$ cat src/rtl/wb_pkg.sv
// Shared types and constants for the MEM/WB writeback stage and its select mux.
package wb_pkg;

    localparam int unsigned DW       = 32;
    localparam int unsigned RW       = 5;
    localparam int unsigned LINK_REG = 31;
    localparam int unsigned RD_MSB   = 15;
    localparam int unsigned RD_LSB   = 11;
    localparam int unsigned RT_MSB   = 20;
    localparam int unsigned RT_LSB   = 16;

    typedef enum logic [1:0] {
        RUN,
        LOAD_WAIT,
        HALTED
    } wb_state_t;

    typedef struct packed {
        logic          valid;
        logic [DW-1:0] instr;
        logic [DW-1:0] pc4;
        logic [DW-1:0] alu;
        logic          regdst;
        logic          jal;
        logic          memtoreg;
        logic          regwrite;
        logic          dren;
        logic          halt;
    } wb_req_t;

endpackage

$ cat src/rtl/writeback_stage_if.sv
// MEM-side request, load return and register-file write/forward signals of the writeback stage.
// WB_RETIRE_COUNT_EN adds the retire_cnt signal.
interface writeback_stage_if;
    import wb_pkg::*;

    logic          mem_valid;
    logic [DW-1:0] mem_instr;
    logic [DW-1:0] mem_pc4;
    logic [DW-1:0] mem_alu;
    logic          mem_regdst;
    logic          mem_jal;
    logic          mem_memtoreg;
    logic          mem_regwrite;
    logic          mem_dren;
    logic          mem_halt;
    logic          dhit;
    logic [DW-1:0] dload;
    logic          mem_stall;
    logic          wb_wen;
    logic [RW-1:0] wb_wsel;
    logic [DW-1:0] wb_wdat;
    logic          wb_halt;
    logic          fwd_valid;
    logic [RW-1:0] fwd_sel;
    logic [DW-1:0] fwd_dat;
`ifdef WB_RETIRE_COUNT_EN
    logic [DW-1:0] retire_cnt;

    modport master (
        output mem_valid, mem_instr, mem_pc4, mem_alu, mem_regdst, mem_jal, mem_memtoreg,
               mem_regwrite, mem_dren, mem_halt, dhit, dload,
        input  mem_stall, wb_wen, wb_wsel, wb_wdat, wb_halt, fwd_valid, fwd_sel, fwd_dat,
               retire_cnt
    );

    modport slave (
        input  mem_valid, mem_instr, mem_pc4, mem_alu, mem_regdst, mem_jal, mem_memtoreg,
               mem_regwrite, mem_dren, mem_halt, dhit, dload,
        output mem_stall, wb_wen, wb_wsel, wb_wdat, wb_halt, fwd_valid, fwd_sel, fwd_dat,
               retire_cnt
    );
`else
    modport master (
        output mem_valid, mem_instr, mem_pc4, mem_alu, mem_regdst, mem_jal, mem_memtoreg,
               mem_regwrite, mem_dren, mem_halt, dhit, dload,
        input  mem_stall, wb_wen, wb_wsel, wb_wdat, wb_halt, fwd_valid, fwd_sel, fwd_dat
    );

    modport slave (
        input  mem_valid, mem_instr, mem_pc4, mem_alu, mem_regdst, mem_jal, mem_memtoreg,
               mem_regwrite, mem_dren, mem_halt, dhit, dload,
        output mem_stall, wb_wen, wb_wsel, wb_wdat, wb_halt, fwd_valid, fwd_sel, fwd_dat
    );
`endif

endinterface

$ cat src/rtl/wb_select.sv
// Combinational destination/data/write-enable resolution for one MEM-stage request.
// Shared with the execute-stage bypass unit.
module wb_select
    import wb_pkg::*;
(
    input  wb_req_t       req,
    input  logic [DW-1:0] dload,
    output logic [RW-1:0] wsel,
    output logic [DW-1:0] wdat,
    output logic          wen
);

    always_comb begin
        wsel = req.instr[RT_MSB:RT_LSB];
        if (req.regdst) begin
            wsel = req.instr[RD_MSB:RD_LSB];
        end else if (req.jal) begin
            wsel = RW'(LINK_REG);
        end

        wdat = req.alu;
        if (req.jal) begin
            wdat = req.pc4;
        end else if (req.memtoreg) begin
            wdat = dload;
        end

        // Register 0 is hardwired, so writes to it are dropped here.
        wen = req.valid & req.regwrite & (wsel != '0);
    end

    logic unused_req;
    assign unused_req = ^{req.instr[31:21], req.instr[10:0], req.dren, req.halt};

endmodule

$ cat src/rtl/writeback_stage.sv
// MEM/WB latch: registers one register-file write per retired instruction, stalls MEM on
// outstanding loads and exposes a forwarding tap. WB_RETIRE_COUNT_EN adds a retire counter.
module writeback_stage
    import wb_pkg::*;
(
    input  logic       CLK,
    input  logic       nRST,
    writeback_stage_if.slave bus
);

    wb_req_t       req;
    wb_state_t     state_q, state_d;
    logic          stall;
    logic          capture;
    logic [RW-1:0] sel_wsel;
    logic [DW-1:0] sel_wdat;
    logic          sel_wen;
    logic          wen_q;
    logic [RW-1:0] wsel_q;
    logic [DW-1:0] wdat_q;
    logic          halt_q;

    always_comb begin
        req          = '0;
        req.valid    = bus.mem_valid;
        req.instr    = bus.mem_instr;
        req.pc4      = bus.mem_pc4;
        req.alu      = bus.mem_alu;
        req.regdst   = bus.mem_regdst;
        req.jal      = bus.mem_jal;
        req.memtoreg = bus.mem_memtoreg;
        req.regwrite = bus.mem_regwrite;
        req.dren     = bus.mem_dren;
        req.halt     = bus.mem_halt;
    end

    wb_select u_select (
        .req   (req),
        .dload (bus.dload),
        .wsel  (sel_wsel),
        .wdat  (sel_wdat),
        .wen   (sel_wen)
    );

    always_comb begin
        stall   = req.valid & req.dren & ~bus.dhit & (state_q != HALTED);
        capture = req.valid & ~stall & (state_q != HALTED);
        state_d = state_q;
        case (state_q)
            RUN: begin
                if (capture && req.halt) begin
                    state_d = HALTED;
                end else if (stall) begin
                    state_d = LOAD_WAIT;
                end
            end
            LOAD_WAIT: begin
                // MEM holds its request stable, so capture here means dhit arrived.
                if (capture) begin
                    state_d = req.halt ? HALTED : RUN;
                end
            end
            HALTED:  state_d = HALTED;
            default: state_d = RUN;
        endcase
    end

    always_ff @(posedge CLK or negedge nRST) begin
        if (!nRST) begin
            state_q <= RUN;
            wen_q   <= 1'b0;
            wsel_q  <= '0;
            wdat_q  <= '0;
            halt_q  <= 1'b0;
        end else begin
            state_q <= state_d;
            wen_q   <= capture & sel_wen;
            if (capture) begin
                wsel_q <= sel_wsel;
                wdat_q <= sel_wdat;
            end
            if (capture && req.halt) begin
                halt_q <= 1'b1;
            end
        end
    end

`ifdef WB_RETIRE_COUNT_EN
    logic [DW-1:0] cnt_q;

    always_ff @(posedge CLK or negedge nRST) begin
        if (!nRST) begin
            cnt_q <= '0;
        end else if (capture) begin
            cnt_q <= cnt_q + DW'(1);
        end
    end

    assign bus.retire_cnt = cnt_q;
`endif

    assign bus.mem_stall = stall;
    assign bus.wb_wen    = wen_q;
    assign bus.wb_wsel   = wsel_q;
    assign bus.wb_wdat   = wdat_q;
    assign bus.wb_halt   = halt_q;
    assign bus.fwd_valid = wen_q;
    assign bus.fwd_sel   = wsel_q;
    assign bus.fwd_dat   = wdat_q;

endmodule
$ cat src/flat_wrapper.sv
// flat-port wrapper written by rule: the top's interface ports become plain ports
module writeback_stage_flat import wb_pkg::*;
  (CLK, nRST, bus_mem_valid, bus_mem_instr, bus_mem_pc4, bus_mem_alu, bus_mem_regdst, bus_mem_jal, bus_mem_memtoreg, bus_mem_regwrite, bus_mem_dren, bus_mem_halt, bus_dhit, bus_dload, bus_mem_stall, bus_wb_wen, bus_wb_wsel, bus_wb_wdat, bus_wb_halt, bus_fwd_valid, bus_fwd_sel, bus_fwd_dat);
  writeback_stage_if bus_i ();
  input  logic CLK;
  input  logic nRST;
  input wire logic [$bits(bus_i.mem_valid)-1:0] bus_mem_valid;
  input wire logic [$bits(bus_i.mem_instr)-1:0] bus_mem_instr;
  input wire logic [$bits(bus_i.mem_pc4)-1:0] bus_mem_pc4;
  input wire logic [$bits(bus_i.mem_alu)-1:0] bus_mem_alu;
  input wire logic [$bits(bus_i.mem_regdst)-1:0] bus_mem_regdst;
  input wire logic [$bits(bus_i.mem_jal)-1:0] bus_mem_jal;
  input wire logic [$bits(bus_i.mem_memtoreg)-1:0] bus_mem_memtoreg;
  input wire logic [$bits(bus_i.mem_regwrite)-1:0] bus_mem_regwrite;
  input wire logic [$bits(bus_i.mem_dren)-1:0] bus_mem_dren;
  input wire logic [$bits(bus_i.mem_halt)-1:0] bus_mem_halt;
  input wire logic [$bits(bus_i.dhit)-1:0] bus_dhit;
  input wire logic [$bits(bus_i.dload)-1:0] bus_dload;
  output wire logic [$bits(bus_i.mem_stall)-1:0] bus_mem_stall;
  output wire logic [$bits(bus_i.wb_wen)-1:0] bus_wb_wen;
  output wire logic [$bits(bus_i.wb_wsel)-1:0] bus_wb_wsel;
  output wire logic [$bits(bus_i.wb_wdat)-1:0] bus_wb_wdat;
  output wire logic [$bits(bus_i.wb_halt)-1:0] bus_wb_halt;
  output wire logic [$bits(bus_i.fwd_valid)-1:0] bus_fwd_valid;
  output wire logic [$bits(bus_i.fwd_sel)-1:0] bus_fwd_sel;
  output wire logic [$bits(bus_i.fwd_dat)-1:0] bus_fwd_dat;
  assign bus_i.mem_valid = bus_mem_valid;
  assign bus_i.mem_instr = bus_mem_instr;
  assign bus_i.mem_pc4 = bus_mem_pc4;
  assign bus_i.mem_alu = bus_mem_alu;
  assign bus_i.mem_regdst = bus_mem_regdst;
  assign bus_i.mem_jal = bus_mem_jal;
  assign bus_i.mem_memtoreg = bus_mem_memtoreg;
  assign bus_i.mem_regwrite = bus_mem_regwrite;
  assign bus_i.mem_dren = bus_mem_dren;
  assign bus_i.mem_halt = bus_mem_halt;
  assign bus_i.dhit = bus_dhit;
  assign bus_i.dload = bus_dload;
  assign bus_mem_stall = bus_i.mem_stall;
  assign bus_wb_wen = bus_i.wb_wen;
  assign bus_wb_wsel = bus_i.wb_wsel;
  assign bus_wb_wdat = bus_i.wb_wdat;
  assign bus_wb_halt = bus_i.wb_halt;
  assign bus_fwd_valid = bus_i.fwd_valid;
  assign bus_fwd_sel = bus_i.fwd_sel;
  assign bus_fwd_dat = bus_i.fwd_dat;
  writeback_stage u_core (.CLK(CLK), .nRST(nRST), .bus(bus_i));
endmodule
$ cat config.mk
export PLATFORM = sky130hd
export DESIGN_NAME = writeback_stage_flat
export DESIGN_NICKNAME = d
export VERILOG_FILES = /design/src/rtl/wb_pkg.sv /design/src/rtl/writeback_stage_if.sv /design/src/rtl/wb_select.sv /design/src/rtl/writeback_stage.sv /design/src/flat_wrapper.sv
export SDC_FILE = /design/constraint.sdc
export NUM_CORES = 1
export LEC_CHECK = 0
export CAP_MARGIN = 10
export CORE_UTILIZATION = 30
export DETAILED_ROUTE_END_ITERATION = 10
export GPL_TIMING_DRIVEN = 0
export PLACE_DENSITY = 0.78
export SETUP_SLACK_MARGIN = 0.05
export SLEW_MARGIN = 15
export SYNTH_ARGS = -nofsm -noshare
export SYNTH_HDL_FRONTEND = slang
export SYNTH_SLANG_ARGS = --single-unit
$ cat constraint.sdc
create_clock -name CLK -period 1.4 [get_ports CLK]
set_clock_uncertainty 0.15 [all_clocks]
set_input_delay 0.21 -clock CLK [delete_from_list [all_inputs] [get_ports CLK]]
set_output_delay 0.21 -clock CLK [all_outputs]
set_load 0.005 [all_outputs]
==> out/results.ini <==
[status]
status = finished with violations
violations = setup timing

[floorplan]
die_h_um = 95.5
die_x_um = 95.5
io-pin-count = 216
fp.coreArea_um2 = 8340
std_cell_rows = 33
die-area_um2 = 9130
initial_core_util_pct = 31.5

[final_layout]
finalInstanceArea_um2 = 5330
drive_above_1_share_pct = 36.5
finalNonFillerCells = 604
n_antenna_cell = 0
syn_to_final_growth_pct = 103
layout.nets = 637
post-route-util_pct = 64.0
nFillCells = 684

[route]
detail-route-antenna-nets = 0
vias = 2778
wl_um = 9270
drtIter0Drc = 59
firstDrtPassIters = 4
vias_per_cell = 4.60
routedWlPerCell_um = 15.3
drc = 0

[timing]
final_hold_viol_count = 0
timing.fmax_mhz = 654
finalSetupViolations = 41
grt_setup_unrepaired = true
maxSlewHeadroom_pct = 68.6
layout_setup_ws_ns = -0.129
finalCritPeriodShare_pct = 109
worst_pin_slew_ns = 0.471
setup_tns_ns = -4.35
finalCriticalPeriod_ns = 1.53
slew_violations = 0

[cts]
cts_buffer_depth = 2
root_buffer = clkbuf_8
clock-sinks = 41
clk-insertion-delay-late_ns = 0.29
cts_tree = yes
cts_buffers = 5
clkTransAtPathRegs_ns = 0.08
htreeDepth = 2

[critical_path]
cp.arrival_ns = 1.55
crit_type = reg -> reg
r2r-start = u_core.state_q[0]
critPathLaunch = u_core.state_q[0]
slowest_stage = dfrtp_1
start_kind = register
critPathMaxStageDelay_ns = 0.39
cp_max_fo = 7
crit_chain = nand2b_4, and3_4, buf_8, buf_12, mux2_4
cp-end-kind = register
worstRegToRegCells = 5
cp_data_required_time_ns = 1.42

[yosys]
synthTopCellsByArea = dfrtp_1, mux2_2, mux2i_1, buf_4, o21ai_0
yosys.area.top_type_share_pct = 39.1
ys_async_sr_fraction_pct = 100
syn_area_um2 = 2630
ys.flop_type = dfrtp_1
yosys_warnings = 0
synth_seq_cells = 41
yosysTopAreaCell = dfrtp_1
syn_inst = 261
syn_nets = 399
synth.avg_cell_area_um2 = 10.1
synth_edf_count = 0
synth_commonest_cells = buf_4, dfrtp_1, nand2_1, o21ai_0, mux2i_1
synth_cell_types = 19
yosysSeqAreaShare_pct = 39.1

[worst_hold_path]
hold_class = in -> async

[global_routing]
antenna_found_initial = 0
grt.total_usage_pct = 20.0
grt_pass1_wl_um = 13900
grt_overflow_total = 0
grt_max_degree = 25
grt_pass1_vias = 2868

[place]
place_hpwl_um = 6490
place_ws_ns = -0.551
io_buffers = 191
placed_area_um2 = 4690
gp_congestion = 0.738
dp_cells = 558

[power_and_ir_drop]
vdd.ir_drop.worst_mv = 0.803
powerDensity_nw_per_um2 = 1480
leakage_uw = 0.00249

[run]
cap_violations = 0

[per-stage QoR]
stage,total power [µW],hold slack (ns)
3_3_place_gp,5900,0.302
2_1_floorplan,3590,-0.236
5_1_grt,8380,0.292
6_report,7900,0.242
4_1_cts,7920,0.249
3_5_place_dp,5990,0.0410
[cells by family (layout without fill, tap and decap cells)]
family | Yosys count | in the layout | synth area share [%]
buffers and inverters | 55 | 293 | 14.6
DFF | 41 | 41 | 39.1
AOI/OAI and AO/OA | 41 | 41 | 8.01
and+or+nand+nor | 55 | 55 | 9.06
muxes | 69 | 69 | 29.2
[sequential cells by signal (all words and copies together) (netlist names)]
register and cells:
u_core.bus.wb_halt 1, u_core.bus.fwd_dat 32, u_core.bus.fwd_sel 5, u_core.state_q 2, u_core.bus.fwd_valid 1
[placed cells by master (no fill, tap or decap)]
cell type        netlist  routed
nand4_1                1       1
o21ai_0               38      38
nor3_2                 0       1
clkdlybuf4s50_1        0     111
mux2_4                 8      17
clkdlybuf4s15_1        0      26
clkbuf_8               0       7
buf_2                  7      12
nand2b_4               1       2
buf_12                 0       2
buf_8                  0       1
nor2_1                 9       9
clkbuf_2               0       2
and3_4                 1       1
buf_16                 0       1
mux2_2                29      20
dfrtp_1               41      41
buf_6                  2      81
nand2b_1               2       1
o311a_1                1       1
buf_4                 41      33
clkbuf_1               5       4
nor4_1                 2       1
dlygate4sd2_1          0      11
nand2_1               38      38
nor4_2                 0       1
clkinvlp_4             0       1
a21oi_1                2       2
dlygate4sd3_1          0       1
mux2i_1               32      32
[where the power goes]
part / internal (µW) / switching [µW]
clock network: 390 / 406
logic: 3610 / 1420
registers: 1660 / 412
total: 5660 / 2240
[per-layer routing]
layer	GRT usage [%]	vias to the layer above	share of wire, %
met5	0	-	0
met4	5.35	0	1.4
met3	4.47	12	9.5
met2	38.2	139	53
met1	21.9	1299	36
li1	-	1328	-
[cell type report]
class / count / area [µm²] / share of cell area (%)
plain buffers: 45 / 412 / 7.72
clock buffers: 6 / 82.6 / 1.55
flip-flops and latches: 41 / 1030 / 19.2
well taps: 105 / 131 / 2.46
repair buffers: 241 / 2410 / 45.1
clock inverters: 1 / 7.51 / 0.141
multi-input cells: 165 / 1270 / 23.8
[final timing paths]
kind | slack (ns) | end
worst max-delay path | -0.13 | u_core.bus.fwd_dat[5]
worst min-delay path | 0.24 | u_core.bus.fwd_sel[2]
worst max register to register | -0.13 | u_core.bus.fwd_dat[5]
worst min register to register | 0.34 | u_core.bus.wb_halt
max in group asynchronous | 0.36 | u_core.bus.fwd_dat[7]
min in group CLK | 0.31 | u_core.bus.fwd_valid
[worst max-delay path, delay by kind of cell (launching register included)]
family / cells / cell delay, ns
muxes: 1 / 0.29
and+or+nand+nor: 2 / 0.31
buffers and inverters: 2 / 0.26
DFF: 1 / 0.39
[what timing repair did]
item                                   CTS  global route
gates resized for setup                295            36
endpoints found under the hold margin   17             0
setup buffers                           47            10
setup endpoints to repair              117            95
pin swaps                                1             1
hold buffers                             1             0
Note: power is estimated with default switching activity, not from simulation.
==> patch: new RTL, same settings <==
Re-encode `wb_state_t` (3 states) as one-hot, 3 bits wide.
--- a/src/rtl/wb_pkg.sv
+++ b/src/rtl/wb_pkg.sv
@@ -10,8 +10,8 @@
     localparam int unsigned RT_LSB   = 16;
 
-    typedef enum logic [1:0] {
-        RUN,
-        LOAD_WAIT,
-        HALTED
+    typedef enum logic [2:0] {
+        RUN       = 3'b001,
+        LOAD_WAIT = 3'b010,
+        HALTED    = 3'b100
     } wb_state_t;
 
Behaviour: no difference found for any inputs over 10 cycles, from zero or initial values and one cycle with nRST low; not proved beyond that.
==> patch against the original RTL <==
- the run still ends with setup timing left
- wire length increased by 3.4%
- design area is 2.0% higher
- sequential cell count up 1
- setup slack lost 0.25 ns
- synthesized cell count is 2.7% higher
- die area increased by 2.4%
- synthesized area rose by 2.5%
Power is left out: it rests on default switching activity, and per cell area and clock period it moved more than threefold.
==> patch: results (changes against the original RTL) <==
status=finished with violations; failing checks=setup timing; Worst-Margin Slew=0.4865 ns (+0.01597 ns); clock latency on the worst-skew pair=0.29 ns (about the same); Final WS setup=-0.3816 ns (-0.2523 ns); main area contributors after synthesis=dfrtp_1 38%, mux2_2 12%, mux2i_1 12%; first-pass GRT wire length=15240 um (+9.9%); Starting Density=30.85% (-0.63 points); Nets=647 (+1.6%); vias in the first global route=3020 (+5.3%); largest net degree at the start of global routing=26 (+4.0%); final-report setup violation count=40 (-2.4%); First DRT Iteration DRCs=54 (-8.5%); mux cell area share after synthesis=28.51% (-0.71 points); layout cells sized above 1=35.29% (-1.2 points); wire length on met3=478 um (-46%); clk buf depth=2 (unchanged); cts bufs inserted=5 (unchanged); Tot GR Track Use=20.19% (+0.22 points); RR Endpoint=u_core.bus.fwd_dat[30]; CP max FO=5 (-2); complex-gate fraction of the synthesized area=8.744% (+0.74 points); worst r2r src=u_core.state_q[0]; met2 routed WL=5242 um (+7.5%); DRT met1 WL=3794 um (+12%); routed vias=2833 (+2.0%); Hold Slack=0.2539 ns (+0.01147 ns); Commonest cells post-synth=41 x dfrtp_1, 38 x buf_4, 37 x nand2_1, 37 x o21ai_0, 32 x mux2i_1; routed length per placed instance=15.51 um (+1.1%); initial antenna violation count=0 (unchanged); placer congestion estimate=0.7657 (+3.7%); DP HPWL=6902 um (+6.3%); Seq/Total Area, Yosys=39.12% (about the same); Synth Net Count=406 (+1.8%); Synth cell types=27 (+8); diodes inserted=0 (unchanged)
-- patch: cell types whose count changed in the layout (fill, tap and decap cells not counted), sizes merged, moves of 2 or more --
cell | unedited run | this run
clkbuf | 13 | 15
dlygate4sd2 | 11 | 13
nand2b | 3 | 1
nor2b | 0 | 2
-- patch: per-stage QoR --
step / std cells / TNS (ns) / worst slack, ns / area, sq um
after CTS: 622 / -14.88 / -0.4026 / 5430
after detailed placement: 568 / -26.25 / -0.7193 / 4756
after global routing: 618 / -16.37 / -0.4284 / 5443
after global placement: 567 / -73.51 / -1.143 / 4741
final: 618 / -13.74 / -0.3816 / 5443
after floorplan: 268 / -10.62 / -0.3416 / 2694
-- patch: cell families (layout without fill, tap and decap cells) --
kind of cell,after synthesis,count (layout)
flops,42,42
compound gates,44,44
buf+inv,56,298
mux,69,69
simple gates,57,57
-- patch: what timing repair did --
action                     CTS  global route
pin swaps                    1             2
setup endpoints to repair  117            98
setup buffers               49             7
cloned                       0             1
gates resized for setup    284            36
hold endpoints to repair    17             0
hold buffers                 1             0
-- patch: routing by layer --
layer / track usage (%) / up-vias
met5: 0 / -
met4: 3.100 / 0
met3: 4.118 / 7
met2: 39.44 / 107
met1: 22.59 / 1356
li1: - / 1363
-- patch: how the worst max path moves through the flow --
stage / from / endpoint / slack (ns)
after global placement: nRST / u_core.bus.fwd_dat[22] / -1.14
final: u_core.state_q[0] / u_core.bus.fwd_dat[30] / -0.38
after global routing: u_core.state_q[0] / u_core.bus.fwd_dat[17] / -0.43
after detailed placement: bus_dhit / u_core.bus.fwd_dat[25] / -0.72
after floorplan: u_core.state_q[0] / u_core.bus.fwd_dat[26] / -0.34
after CTS: u_core.state_q[1] / u_core.bus.fwd_dat[29] / -0.40
-- patch: layout make-up --
class	instances	area (sq um)
Clock buffer	7	86.33
Tap cell	108	135.1
Buffer	47	412.9
Multi-Input combinational cell	170	1300
Inverter	1	3.754
Timing Repair Buffer	242	2447
Fill cell	714	3278
Clock inverter	1	5.005
Sequential cell	42	1052
-- patch: critical path, cell delays in order (launching register included) --
cell       delay (ns)
dfstp_2          0.38
or3b_4           0.40
nor3b_4          0.17
buf_6            0.14
clkbuf_16        0.15
mux2_4           0.29
